--- src/rtl/uart_pkg.sv ---
// ============================================================================
// uart_pkg : shared UART constants (data width, register map, status bits)
// Revision : 1.0
// ============================================================================
`default_nettype none

package uart_pkg;

  localparam int UART_DATA_W        = 8;
  localparam int UART_RX_FIFO_DEPTH = 16;

  typedef enum logic [1:0] {
    BAUD_DATA = 2'd0,
    ENABLE    = 2'd1,
    TX_DATA   = 2'd2,
    RX_DATA   = 2'd3
  } uart_addr_e;

  localparam int STAT_EMPTY_BIT   = 0;
  localparam int STAT_FULL_BIT    = 1;
  localparam int STAT_OVERRUN_BIT = 2;
  localparam int STAT_LEVEL_BIT   = 3;
  localparam int STAT_TIMEOUT_BIT = 4;
  localparam int STAT_W           = 5;

  function automatic logic [STAT_W-1:0] pack_status(
    input logic empty,
    input logic full,
    input logic overrun,
    input logic level_irq,
    input logic timeout_irq
  );
    logic [STAT_W-1:0] s;
    s                   = '0;
    s[STAT_EMPTY_BIT]   = empty;
    s[STAT_FULL_BIT]    = full;
    s[STAT_OVERRUN_BIT] = overrun;
    s[STAT_LEVEL_BIT]   = level_irq;
    s[STAT_TIMEOUT_BIT] = timeout_irq;
    return s;
  endfunction

endpackage

`default_nettype wire

--- src/rtl/uart_fifo_mem.sv ---
// ============================================================================
// uart_fifo_mem : DEPTH x DW storage, one write port, one synchronous read port
// Revision      : 1.0
// ============================================================================
`default_nettype none

module uart_fifo_mem
  import uart_pkg::*;
#(
  parameter int DEPTH = UART_RX_FIFO_DEPTH,
  parameter int AW    = $clog2(DEPTH),
  parameter int DW    = UART_DATA_W
) (
  input  logic          clk,
  input  logic          we,
  input  logic [AW-1:0] waddr,
  input  logic [DW-1:0] wdata,
  input  logic          re,
  input  logic [AW-1:0] raddr,
  output logic [DW-1:0] rdata
);

  logic [DW-1:0] mem [DEPTH];
  logic [DW-1:0] rdata_q;

  // Read returns the pre-write contents when both ports hit the same entry.
  always_ff @(posedge clk) begin
    if (we) mem[waddr] <= wdata;
    if (re) rdata_q <= mem[raddr];
  end

  assign rdata = rdata_q;

endmodule

`default_nettype wire

--- src/rtl/uart_rx_fifo.sv ---
// ============================================================================
// uart_rx_fifo : UART receive byte FIFO with overrun, level and timeout flags
// Optional macro UART_RX_FIFO_TIMEOUT_EN enables the character timeout.
// Revision     : 1.0
// ============================================================================
`default_nettype none

module uart_rx_fifo
  import uart_pkg::*;
#(
  parameter int DEPTH         = UART_RX_FIFO_DEPTH,
  parameter int AW            = $clog2(DEPTH),
  parameter int TIMEOUT_TICKS = 40
) (
  input  logic                   clk,
  input  logic                   rst,
  input  logic [UART_DATA_W-1:0] rx_byte,
  input  logic                   rx_valid,
  input  logic                   baud_tick,
  input  logic                   pop,
  input  logic                   flush,
  input  logic                   ovr_clr,
  input  logic [AW:0]            thresh,
  output logic [UART_DATA_W-1:0] rd_data,
  output logic [AW:0]            count,
  output logic                   empty,
  output logic                   full,
  output logic                   overrun,
  output logic                   level_irq,
  output logic                   timeout_irq
);

  logic [AW-1:0]          wr_ptr_q, wr_ptr_d;
  logic [AW-1:0]          rd_ptr_q, rd_ptr_d;
  logic [AW:0]            count_q, count_d;
  logic                   rd_zero_q, rd_zero_d;
  logic                   overrun_q, overrun_d;
  logic                   do_push, do_pop, drop;
  logic [UART_DATA_W-1:0] mem_rdata;

  assign empty     = (count_q == '0);
  assign full      = (count_q == (AW+1)'(DEPTH));
  assign level_irq = (thresh != '0) && (count_q >= thresh);

  // A pop frees a slot on the same edge, so a full FIFO still accepts a byte.
  assign do_pop  = pop && !empty && !flush;
  assign do_push = rx_valid && (!full || pop) && !flush;
  assign drop    = rx_valid && full && !pop && !flush;

  always_comb begin
    wr_ptr_d  = wr_ptr_q;
    rd_ptr_d  = rd_ptr_q;
    count_d   = count_q;
    rd_zero_d = rd_zero_q;
    overrun_d = overrun_q;

    if (flush) begin
      wr_ptr_d  = '0;
      rd_ptr_d  = '0;
      count_d   = '0;
      rd_zero_d = 1'b1;
      overrun_d = 1'b0;
    end else begin
      if (do_push) wr_ptr_d = wr_ptr_q + 1'b1;
      if (do_pop)  rd_ptr_d = rd_ptr_q + 1'b1;
      case ({do_push, do_pop})
        2'b10:   count_d = count_q + 1'b1;
        2'b01:   count_d = count_q - 1'b1;
        default: count_d = count_q;
      endcase
      // Pop on empty returns zero instead of stale storage.
      if (pop) rd_zero_d = empty;
      if (drop)         overrun_d = 1'b1;
      else if (ovr_clr) overrun_d = 1'b0;
    end
  end

  always_ff @(posedge clk or posedge rst) begin
    if (rst) begin
      wr_ptr_q  <= '0;
      rd_ptr_q  <= '0;
      count_q   <= '0;
      rd_zero_q <= 1'b1;
      overrun_q <= 1'b0;
    end else begin
      wr_ptr_q  <= wr_ptr_d;
      rd_ptr_q  <= rd_ptr_d;
      count_q   <= count_d;
      rd_zero_q <= rd_zero_d;
      overrun_q <= overrun_d;
    end
  end

  uart_fifo_mem #(
    .DEPTH (DEPTH),
    .AW    (AW),
    .DW    (UART_DATA_W)
  ) u_mem (
    .clk   (clk),
    .we    (do_push),
    .waddr (wr_ptr_q),
    .wdata (rx_byte),
    .re    (do_pop),
    .raddr (rd_ptr_q),
    .rdata (mem_rdata)
  );

  assign rd_data = rd_zero_q ? '0 : mem_rdata;
  assign count   = count_q;
  assign overrun = overrun_q;

`ifdef UART_RX_FIFO_TIMEOUT_EN
  localparam int IW = $clog2(TIMEOUT_TICKS + 1);

  logic [IW-1:0] idle_q, idle_d;
  logic          timeout_q, timeout_d;

  always_comb begin
    idle_d    = idle_q;
    timeout_d = timeout_q;
    if (flush || pop || do_push) begin
      idle_d = '0;
    end else if (baud_tick && !empty && (idle_q != IW'(TIMEOUT_TICKS))) begin
      idle_d = idle_q + 1'b1;
    end
    if (flush || pop)                       timeout_d = 1'b0;
    else if (idle_d == IW'(TIMEOUT_TICKS)) timeout_d = 1'b1;
  end

  always_ff @(posedge clk or posedge rst) begin
    if (rst) begin
      idle_q    <= '0;
      timeout_q <= 1'b0;
    end else begin
      idle_q    <= idle_d;
      timeout_q <= timeout_d;
    end
  end

  assign timeout_irq = timeout_q;
`else
  logic unused_timeout;
  assign unused_timeout = baud_tick ^ (TIMEOUT_TICKS == 0);
  assign timeout_irq    = 1'b0;
`endif

endmodule

`default_nettype wire
--- config.mk ---
export PLATFORM = sky130hd
export DESIGN_NAME = uart_rx_fifo
export DESIGN_NICKNAME = d
export VERILOG_FILES = /design/src/rtl/uart_pkg.sv /design/src/rtl/uart_fifo_mem.sv /design/src/rtl/uart_rx_fifo.sv
export SDC_FILE = /design/constraint.sdc
export NUM_CORES = 1
export LEC_CHECK = 0
export ABC_AREA = 1
export BUFFER_PORTS_ARGS = -buffer_cell sky130_fd_sc_hd__buf_2
export CORE_ASPECT_RATIO = 1.5
export CORE_MARGIN = 4
export CORE_UTILIZATION = 65
export DETAILED_ROUTE_END_ITERATION = 8
export PLACE_DENSITY = 0.82
export SYNTH_ARGS = -nofsm -noshare
export SYNTH_HDL_FRONTEND = slang
export SYNTH_HIERARCHICAL = 1
export SYNTH_SLANG_ARGS = --single-unit
--- constraint.sdc ---
create_clock -name clk -period 6.3 [get_ports clk]
set_input_delay 0.315 -clock clk [delete_from_list [all_inputs] [get_ports clk]]
set_output_delay 0.315 -clock clk [all_outputs]
set_load 0.005 [all_outputs]
==> impl_metrics.py, run 1 <==
metrics = {
    "sta": {
        "setup_viol": 0,
        "min_period_ns": 2.36,
        "finalClockSkew_ns": 0.00682,
        "rsz0062_at_grt": "false",
        "setup_tns_ns": 0,
        "holdWs_ns": 0.130,
        "slew_headroom": 0.252,
        "worst_pin_slew_ns": 1.12,
        "post-route-period-util": 0.375,
        "hold_viol": 0,
        "fmax_mhz": 423,
        "drv_slew": 0,
    },
    "cts": {
        "clock_sinks": 151,
        "tritoncts": "yes",
        "clk_pin_slew_ns": 0.06,
        "cts_setup_buffers": 0,
        "cts_buffers": 17,
        "clk_latency_ns": 0.41,
        "clockBufferDepth": 2,
        "htree_num_levels": 4,
        "cts-root-buf": "clkbuf_16",
    },
    "final_layout": {
        "area_growth_pct": 10.2,
        "fin_nets": 763,
        "drive_gt1_frac": 0.106,
        "post_layout_nonfiller_instances": 889,
        "diodes": 0,
    },
    "yosys": {
        "synth_cell_types": 33,
        "synthTopCellsByArea": "edfxtp_1, nand2_1, nand3_1",
        "ys_ff_latch": 151,
        "mappedNetlistArea_um2": 7010,
        "ys_seq_area_frac": 0.636,
        "yosysTopAreaCell": "edfxtp_1",
        "syn_avg_cell_area_um2": 9.99,
        "syn_nets": 733,
        "synth_warnings": 6,
        "synth_top_area_frac": 0.582,
        "synthCells": 702,
    },
    "route": {
        "totalWireLength_um": 15600,
        "vias": 5023,
        "wl_per_cell_um": 17.5,
        "wl_met2_um": 8270,
        "vias_per_cell": 5.65,
        "met3_length_um": 1220,
        "routed.top_layer": "met4",
        "antenna_left": 0,
        "met1_length_um": 5340,
        "first_pass_iters": 6,
        "drt_iter0_drc": 737,
        "drc": 0,
    },
    "floorplanning": {
        "core_area_um2": 10600,
        "die_h_um": 135,
        "ios": 38,
        "dieArea_um2": 12500,
        "rows": 46,
        "start_util": 0.662,
        "die_w_um": 92.8,
    },
    "global_route": {
        "grt_pass1_vias": 4918,
        "track_usage": 0.258,
        "antenna_found_initial": 0,
        "grt-ovfl-total": 0,
        "grt_max_degree": 69,
        "grt_pass1_wl_um": 23900,
    },
    "hold_path": {
        "hp-class": "in2reg",
    },
    "critical_path": {
        "critPathArrivalTime_ns": 2.66,
        "critPathKind": "reg2reg",
        "cp_slowest_cell": "dfrtp_1",
        "max_stage_delay_ns": 0.48,
        "crit_family": "simple AND/OR/NAND/NOR gates",
        "worstPathRequired_ns": 6.60,
        "path_buf_inv": 3,
        "worstPathCellList": "nor2_4, nand3_2, nand3_4, inv_4, nand2_4, inv_1, ha_1, a21oi_1, nand3_1, nand2_1, inv_1, nand3_1, nand2_1, nand3_1, nand2_1",
        "worst_setup_path_end_kind": "register",
        "crit_path_max_fanout": 12,
        "start_kind": "register",
    },
    "power": {
        "power_density_nw_per_um2": 365,
        "p_leak_nw": 3.46,
        "vdd_drop_max_uv": 255,
        "total_power_mw": 2.82,
    },
    "place": {
        "numPlacedInstances": 856,
        "place.gp.congestion": 0.887,
        "placement.io_buffers": 35,
        "dp_hpwl_um": 9720,
    },
    "run_status": {
        "status": "completed",
    },
    "run": {
        "maxCapViolCount": 0,
    },
}
==> final cells by class <==
| type | instances | area (um^2) |
|---|---|---|
| clock buffers | 19 | 433 |
| fillers | 689 | 2870 |
| well taps | 144 | 180 |
| multi-input cells | 392 | 1860 |
| inverters | 132 | 498 |
| flip-flops and latches | 151 | 4460 |
| repair buffers | 38 | 200 |
| clock inverters | 13 | 88.8 |
==> repair_timing <==
item,in CTS,in global routing
endpoints found under the hold margin,14,0
hold buffers,1,0
resized for setup,0,0
==> placed cells by master, fill, tap and decap left out, types with 5 or more instances in the layout <==
| cell | instances |
|---|---|
| nand2_1 | 193 |
| edfxtp_1 | 136 |
| inv_1 | 128 |
| nand3_1 | 113 |
| nor2_1 | 36 |
| buf_2 | 35 |
| clkbuf_16 | 17 |
| dfrtp_1 | 13 |
| ha_1 | 10 |
| a21oi_1 | 7 |
| o21ai_0 | 6 |
| nand2_4 | 5 |
| clkinv_2 | 5 |
| clkinv_1 | 5 |
==> final timing paths <==
kind                           from     endpoint  slack, ns  cells after the start
max in group asynchronous       rst  rd_ptr_q[0]       5.36                      3
hold / removal                flush      overrun       0.13                      2
min in group asynchronous       rst  rd_ptr_q[1]       0.52                      3
setup reg to reg           count[3]     count[4]       3.94                     15
hold reg to reg             overrun      overrun       0.53                      2
setup / recovery           count[3]     count[4]       3.94                     15
==> synth_stat cells, drive strengths merged <==
cell,instances
nand2,198
edfxtp,136
inv,132
nand3,116
nor2,38
buf,25
dfrtp,14
ha,10
o21ai,8
a21oi,7
nand4,3
nor3,3
clkbuf,2
nand3b,2
xnor2,2
a32oi,1
conb,1
dfstp,1
fa,1
nor4,1
o221ai,1
==> state kept, by name, summed over array words and instances, names as in the netlist <==
signal,count
rd_ptr_q,4
u_mem/mem,128
overrun,1
wr_ptr_q,4
count,5
rd_zero_q,1
u_mem/rdata,8
==> routing by layer <==
| metal | GRT usage | up-vias |
|---|---|---|
| met5 | 0 | - |
| met4 | 0.139 | 0 |
| met3 | 0.0495 | 59 |
| met2 | 0.458 | 300 |
| met1 | 0.291 | 2338 |
| li1 | - | 2326 |
==> worst reg2reg max path, stage by stage (launching register included) <==
cell and delay (ns):
dfrtp_1 0.48, nor2_4 0.16, nand3_2 0.16, nand3_4 0.13, inv_4 0.11, nand2_4 0.12
inv_1 0.10, ha_1 0.34, a21oi_1 0.21, nand3_1 0.09, nand2_1 0.09, inv_1 0.04
nand3_1 0.05, nand2_1 0.05, nand3_1 0.06, nand2_1 0.06
==> cell families (layout without fill, tap and decap cells) <==
logic type	after synthesis	count (layout)	synth area share
other	1	1	0.000535
AOI/OAI and AO/OA	17	17	0.0132
buffers and inverters	159	202	0.0983
adders and majority gates	11	11	0.0207
xor gates and xnor gates	2	2	0.00250
and+or+nand+nor	361	361	0.229
DFF	151	151	0.636
==> report_power, final <==
group          switching [mW]  internal [mW]  total (mW)  leakage, nW
Sequential             0.0460           1.15        1.19         1.43
Combinational           0.519          0.225       0.744         1.78
Clock                   0.351          0.530       0.881        0.254
==> stage by stage <==
step / worst slack (ns) / cell area (um^2) / utilization
2_1_floorplan: 4.26 / 7010 / -
3_3_place_gp: 3.86 / 7190 / 0.679
3_5_place_dp: 3.82 / 7190 / 0.679
4_1_cts: 3.95 / 7720 / 0.729
5_1_grt: 3.75 / 7720 / 0.729
6_report: 3.94 / 7720 / 0.729
(Power assumes the default switching activity.)
==> inputs of run 2 (changes only) <==
ABC_AREA = 0   (was 1)
CORE_UTILIZATION = 54   (was 65)
PLACE_DENSITY = 0.73   (was 0.82)
clock period = 1.9 ns   (was 6.3 ns; I/O delays follow)
==> run 2 against run 1 <==
  * The run now ends with negative setup slack left
  * Largest power group unchanged
  * Cell count fell by 31%
  * Critical path depth is 4 lower
  * Critical endpoint is now u_mem/mem[8][2]
  * Non-clock buffer count rose by 51
  * Combinational power rose to 3.3 times the previous value
  * Synthesized cell count fell by 49%
  * Flip-flop and latch count stayed put
  * Setup slack got worse by 4.4 ns
==> impl_metrics.py, run 2 <==
metrics = {
    "yosys": {
        "syn_avg_cell_area_um2": 17.9,
        "synth.most_common_cell": "edfxtp_1",
        "synth_top_area_frac": 0.632,
        "synth_common_cells": "edfxtp_1, nor2_1, mux4_2",
        "synthTopCellsByArea": "edfxtp_1, mux4_2, mux4_1",
        "mappedNetlistArea_um2": 6460,
        "synth_cell_types": 56,
        "synth_warnings": 6,
        "ys_seq_area_frac": 0.690,
        "yosysTopAreaCell": "edfxtp_1",
        "synthCells": 360,
        "ys_ff_latch": 151,
        "syn_nets": 391,
        "synth_edf_count": 136,
        "async_flop_share": 0.0993,
        "synth_ff_type": "edfxtp_1",
    },
    "sta": {
        "finalClockSkew_ns": 0.00846,
        "min_period_ns": 2.35,
        "post-route-period-util": 1.23,
        "setup_viol": 134,
        "rsz0062_at_grt": "true",
        "worst_slack_ns": -0.446,
        "slew_headroom": 0.566,
        "worst_pin_slew_ns": 0.651,
        "fmax_mhz": 426,
        "drv_slew": 0,
        "hold_viol": 0,
    },
    "cts": {
        "clk_latency_ns": 0.41,
        "clock_sinks": 151,
        "htree_num_levels": 4,
        "cts-root-buf": "clkbuf_16",
        "cts_buffers": 17,
        "clockBufferDepth": 2,
        "tritoncts": "yes",
        "clk_pin_slew_ns": 0.06,
    },
    "power": {
        "power.share.clock": 0.328,
        "p_seq_frac": 0.410,
        "power_density_nw_per_um2": 1170,
        "comb_power_share": 0.262,
        "switching_share": 0.270,
        "total_power_mw": 9.44,
        "vdd_drop_max_uv": 783,
        "p_switching_mw": 2.55,
        "p_int_mw": 6.89,
        "p_leak_nw": 2.86,
    },
    "final_layout": {
        "final_common_cell": "edfxtp_1",
        "drive_gt1_frac": 0.403,
        "area_growth_pct": 25.4,
        "utilization": 0.699,
        "fin_nets": 482,
        "final_cell_mix": "edfxtp_1, buf_2, buf_4, mux4_2, clkbuf_16",
        "fillers": 722,
        "diodes": 0,
        "top_register": "u_mem/mem",
        "largest_reg_flops": 128,
    },
    "global_route": {
        "grt_max_degree": 36,
        "grt_pass1_vias": 3830,
        "antenna_found_initial": 0,
        "grt-ovfl-total": 0,
        "grt_pass1_wl_um": 21500,
        "track_usage": 0.208,
    },
    "route": {
        "antenna_left": 0,
        "vias_per_cell": 5.96,
        "drt_iter0_drc": 210,
        "first_pass_iters": 6,
        "totalWireLength_um": 13700,
        "wl_per_cell_um": 22.3,
        "vias": 3659,
        "drc": 0,
    },
    "critical_path": {
        "rr_worst_depth": 11,
        "crit_path_frequent_cell": "buf_6",
        "worst_setup_path_end_kind": "register",
        "cp_slowest_cell": "or4_4",
        "max_stage_delay_ns": 0.59,
        "critPathArrivalTime_ns": 2.52,
        "worstPathRequired_ns": 2.08,
        "worstPathCellList": "or4_4, o21ai_4, buf_4, buf_6, buf_6, nor2_4, buf_6, nand3b_1, buf_4, nor3_4, buf_12",
        "start_kind": "register",
        "crit_path_max_fanout": 7,
        "critPathKind": "reg2reg",
    },
    "floorplanning": {
        "dieArea_um2": 13800,
        "ios": 38,
        "die_w_um": 97.3,
        "start_util": 0.557,
        "die_h_um": 142,
        "rows": 48,
        "core_area_um2": 11600,
    },
    "run_status": {
        "violations": "negative setup slack",
        "status": "finished with violations",
    },
    "place": {
        "placement.io_buffers": 35,
        "place.gp.congestion": 0.840,
        "dp_hpwl_um": 8880,
    },
    "hold_path": {
        "hold_depth": 1,
        "hp-class": "in2reg",
    },
    "run": {
        "maxCapViolCount": 0,
    },
}
-- run 2: cell count changes in the layout (fill, tap and decap cells not counted), moves of 11 or more --
cell and change:
nand2_1 -182, nor2_4 +11, nor2_1 -20, a22oi_1 +14, buf_4 +32, mux4_2 +19, nor2b_1 +12, nand3_1 -112
inv_1 -122, mux4_1 +13
-- run 2: power groups by stage --
stage | clock, mW | sequential (mW) | combinational, mW
floorplan | 0 | 3.96 | 1.38
global placement | 0 | 3.92 | 2.12
detailed placement | 0 | 3.93 | 2.16
CTS | 3.17 | 3.86 | 2.26
global route | 3.33 | 3.89 | 2.68
finish | 3.09 | 3.87 | 2.48
-- run 2: worst max-delay path: cells and delay by family, from the launching register on --
kind / cells / cell delay [ns]
simple gates: 4 / 0.79
buf+inv: 6 / 0.73
flops: 1 / 0.40
compound gates: 1 / 0.17
-- run 2: final timing paths --
check	start	to	slack, ns
max in group asynchronous	rst	rd_ptr_q[0]	1.12
worst min-delay path	rx_byte[3]	u_mem/mem[1][3]	0.06
worst max-delay path	count[1]	u_mem/mem[8][2]	-0.45
worst max register to register	count[1]	u_mem/mem[8][2]	-0.45
worst min register to register	rd_ptr_q[3]	rd_ptr_q[3]	0.61
min in group asynchronous	rst	wr_ptr_q[3]	0.32
-- run 2: repair_timing --
item,in CTS,in global routing
hold buffers,2,0
setup buffers,2,13
hold endpoints to repair,15,0
pin swaps,9,13
endpoints found under the setup margin,133,139
resized for setup,14,28
-- run 2: metrics by stage --
| step | std cells | cell area (um^2) | hold WS (ns) | TNS [ns] | setup slack (ns) |
|---|---|---|---|---|---|
| floorplan | 360 | 6580 | -0.00430 | -19.21 | -0.653 |
| global placement | 567 | 7180 | 0.205 | -27.78 | -0.512 |
| detailed placement | 567 | 7180 | 0.231 | -33.11 | -0.523 |
| CTS | 603 | 7860 | 0.0453 | -31.53 | -0.392 |
| global route | 614 | 8100 | 0.0612 | -50.33 | -0.537 |
| finish | 614 | 8100 | 0.0607 | -40.89 | -0.446 |
-- run 2: cells by family after synthesis --
logic type	Yosys count	share of synthesized area
compound gates	39	0.0482
xor+xnor	7	0.00949
fa+ha+maj	11	0.0225
buf+inv	24	0.0248
flops	151	0.690
mux	37	0.128
other cells	1	0.000581
simple gates	90	0.0757
-- run 2: final cells by class --
cell class / count / area (um^2) / share of cell area
sequential: 151 / 4460 / 0.551
clock inverter: 14 / 126 / 0.0156
inverter: 7 / 31.3 / 0.00386
multi-input combinational: 185 / 2130 / 0.263
timing repair buffer: 89 / 732 / 0.0904
clock buffer: 18 / 429 / 0.0530
tap: 150 / 188 / 0.0232
-- run 2: routing by layer --
layer / up-vias / global-route usage / share of wire
li1: 1623 / - / -
met1: 1927 / 0.237 / 0.39
met2: 88 / 0.385 / 0.56
met3: 21 / 0.0486 / 0.035
met4: 0 / 0.0751 / 0.019
met5: - / 0 / 0
==> inputs of run 3 (changes only) <==
==> constraint.sdc (replaced) <==
create_clock -name clk -period 1.9 [get_ports clk]
set_input_delay 0 -clock clk [delete_from_list [all_inputs] [get_ports clk]]
set_output_delay 0 -clock clk [all_outputs]
set_load 0.005 [all_outputs]
==> run 3 against run 2 <==
  * The flow still finishes with violations (negative setup slack)
  * Count of clock-buffer cells in the layout unchanged
  * Core utilization is 0.39 points higher
  * Cell count up 0.81%
  * Clock power barely moved
  * Register-to-register slack barely moved
  * Setup slack gained 0.010 ns
  * First-iteration DRC count increased by 4.8%
  * Worst hold slack worse by 0.015 ns
  * Routed wire length shrank 1.2%
  * Clock skew shrank 0.0012 ns
  * Combinational power about the same
  * Flip-flop and latch count did not move
  * Largest cell class unchanged
==> impl_metrics.py, run 3 (synthesized netlist as in run 2, its figures left out) <==
metrics = {
    "run_status": {
        "status": "finished with violations",
        "violations": "negative setup slack",
    },
    "sta": {
        "worst_slack_ns": -0.436,
        "finalClockSkew_ns": 0.00730,
        "setup_viol": 133,
        "fmax_mhz": 428,
        "setup_tns_ns": -32.45,
        "drv_slew": 0,
        "slew_headroom": 0.570,
        "hold_viol": 0,
        "holdWs_ns": 0.0461,
        "worst_pin_slew_ns": 0.645,
        "post-route-period-util": 1.23,
        "rsz0062_at_grt": "true",
        "min_period_ns": 2.34,
    },
    "place": {
        "numPlacedInstances": 567,
        "placement.io_buffers": 35,
        "place.gp.congestion": 0.840,
        "dp_hpwl_um": 8880,
        "placed_area_um2": 7180,
    },
    "final_layout": {
        "diodes": 0,
        "stdcell_area_um2": 8140,
        "regArea_um2": 4460,
        "post_layout_nonfiller_instances": 619,
        "drive_gt1_frac": 0.390,
        "fillers": 724,
        "fin_nets": 487,
        "largest_reg_flops": 128,
        "final_common_cell": "edfxtp_1",
        "top_register": "u_mem/mem",
        "area_growth_pct": 26.1,
        "final_cell_mix": "edfxtp_1, buf_2, buf_4, mux4_2, clkbuf_16",
        "multiInputGateArea_um2": 2130,
    },
    "cts": {
        "htree_num_levels": 4,
        "clock_sinks": 151,
        "clockBufferDepth": 2,
        "cts-root-buf": "clkbuf_16",
        "clk_pin_slew_ns": 0.06,
        "cts_buffers": 17,
        "tritoncts": "yes",
        "clk_latency_ns": 0.41,
    },
    "route": {
        "drt_iter0_drc": 220,
        "totalWireLength_um": 13500,
        "drc": 0,
        "vias_per_cell": 5.84,
        "wl_per_cell_um": 21.8,
        "antenna_left": 0,
        "first_pass_iters": 4,
        "vias": 3613,
    },
    "critical_path": {
        "start_kind": "register",
        "crit_path_max_fanout": 4,
        "worst_setup_path_end_kind": "register",
        "rrSetupSlack_ns": -0.44,
        "critPathKind": "reg2reg",
        "worstPathRequired_ns": 2.18,
        "critPathArrivalTime_ns": 2.62,
    },
    "power": {
        "switching_share": 0.270,
        "p_switching_mw": 2.55,
        "p_int_mw": 6.88,
        "p_leak_nw": 2.88,
        "p_seq_frac": 0.411,
        "comb_power_share": 0.261,
        "power_density_nw_per_um2": 1160,
        "vdd_drop_max_uv": 783,
        "power.share.clock": 0.329,
    },
    "global_route": {
        "grt_pass1_vias": 3843,
        "grt-ovfl-total": 0,
        "grt_pass1_wl_um": 21600,
        "grt_max_degree": 36,
        "antenna_found_initial": 0,
        "track_usage": 0.210,
    },
    "floorplanning": {
        "die_h_um": 142,
        "start_util": 0.557,
        "core_area_um2": 11600,
        "ios": 38,
        "dieArea_um2": 13800,
        "rows": 48,
        "die_w_um": 97.3,
    },
    "run": {
        "maxCapViolCount": 0,
    },
    "hold_path": {
        "hp-class": "in2reg",
    },
}
[run 3: layout make-up]
class | instances | area share
clock buffer | 18 | 0.0527
clock inverter | 14 | 0.0155
inverter | 7 | 0.00384
multi-input combinational | 185 | 0.261
sequential | 151 | 0.548
tap | 150 | 0.0230
timing repair buffer | 94 | 0.0956
[run 3: per-layer routing]
metal,part of all wire,vias up,wire (um),track usage
li1,-,1636,-,-
met1,0.37,1857,5040,0.240
met2,0.56,99,7590,0.386
met3,0.045,21,613,0.0486
met4,0.019,0,255,0.0751
met5,0,-,0,0
[run 3: worst paths after layout]
| check | end | depth (start not counted) | start |
|---|---|---|---|
| max in group asynchronous | rd_ptr_q[0] | 3 | rst |
| min reg2reg | rd_ptr_q[3] | 2 | rd_ptr_q[3] |
| min | rd_zero_q | 4 | pop |
| min in group asynchronous | wr_ptr_q[3] | 3 | rst |
| max | count[3] | 9 | count[1] |
| max reg2reg | count[3] | 9 | count[1] |
[run 3: stage by stage]
stage          utilization  power, mW  setup slack, ns
2_1_floorplan            -       5.33           -0.653
3_3_place_gp         0.619       6.05           -0.512
3_5_place_dp         0.619       6.09           -0.523
4_1_cts              0.688       9.31           -0.392
5_1_grt              0.703       9.88           -0.541
6_report             0.703       9.43           -0.436
[run 3: critical path: stages (launching register included)]
cell and delay [ns]:
dfrtp_2 0.40, or4_4 0.59, o21ai_4 0.18, nor2_4 0.05, and2_4 0.16, ha_4 0.21, a21o_2 0.19, a21oi_2 0.12
nor2b_1 0.22, o41ai_2 0.10
[run 3: power groups by stage]
| stage | sequential (mW) | clock (mW) | combinational, mW |
|---|---|---|---|
| floorplan | 3.96 | 0 | 1.38 |
| global placement | 3.92 | 0 | 2.12 |
| detailed placement | 3.93 | 0 | 2.16 |
| CTS | 3.87 | 3.17 | 2.28 |
| global route | 3.89 | 3.33 | 2.67 |
| finish | 3.87 | 3.10 | 2.46 |
[run 3: timing repair]
action	CTS	global route
endpoints found under the hold margin	143	0
hold buffers	10	0
gates resized for setup	22	14
pin swaps	9	9
setup buffers	2	9
setup endpoints to repair	133	137
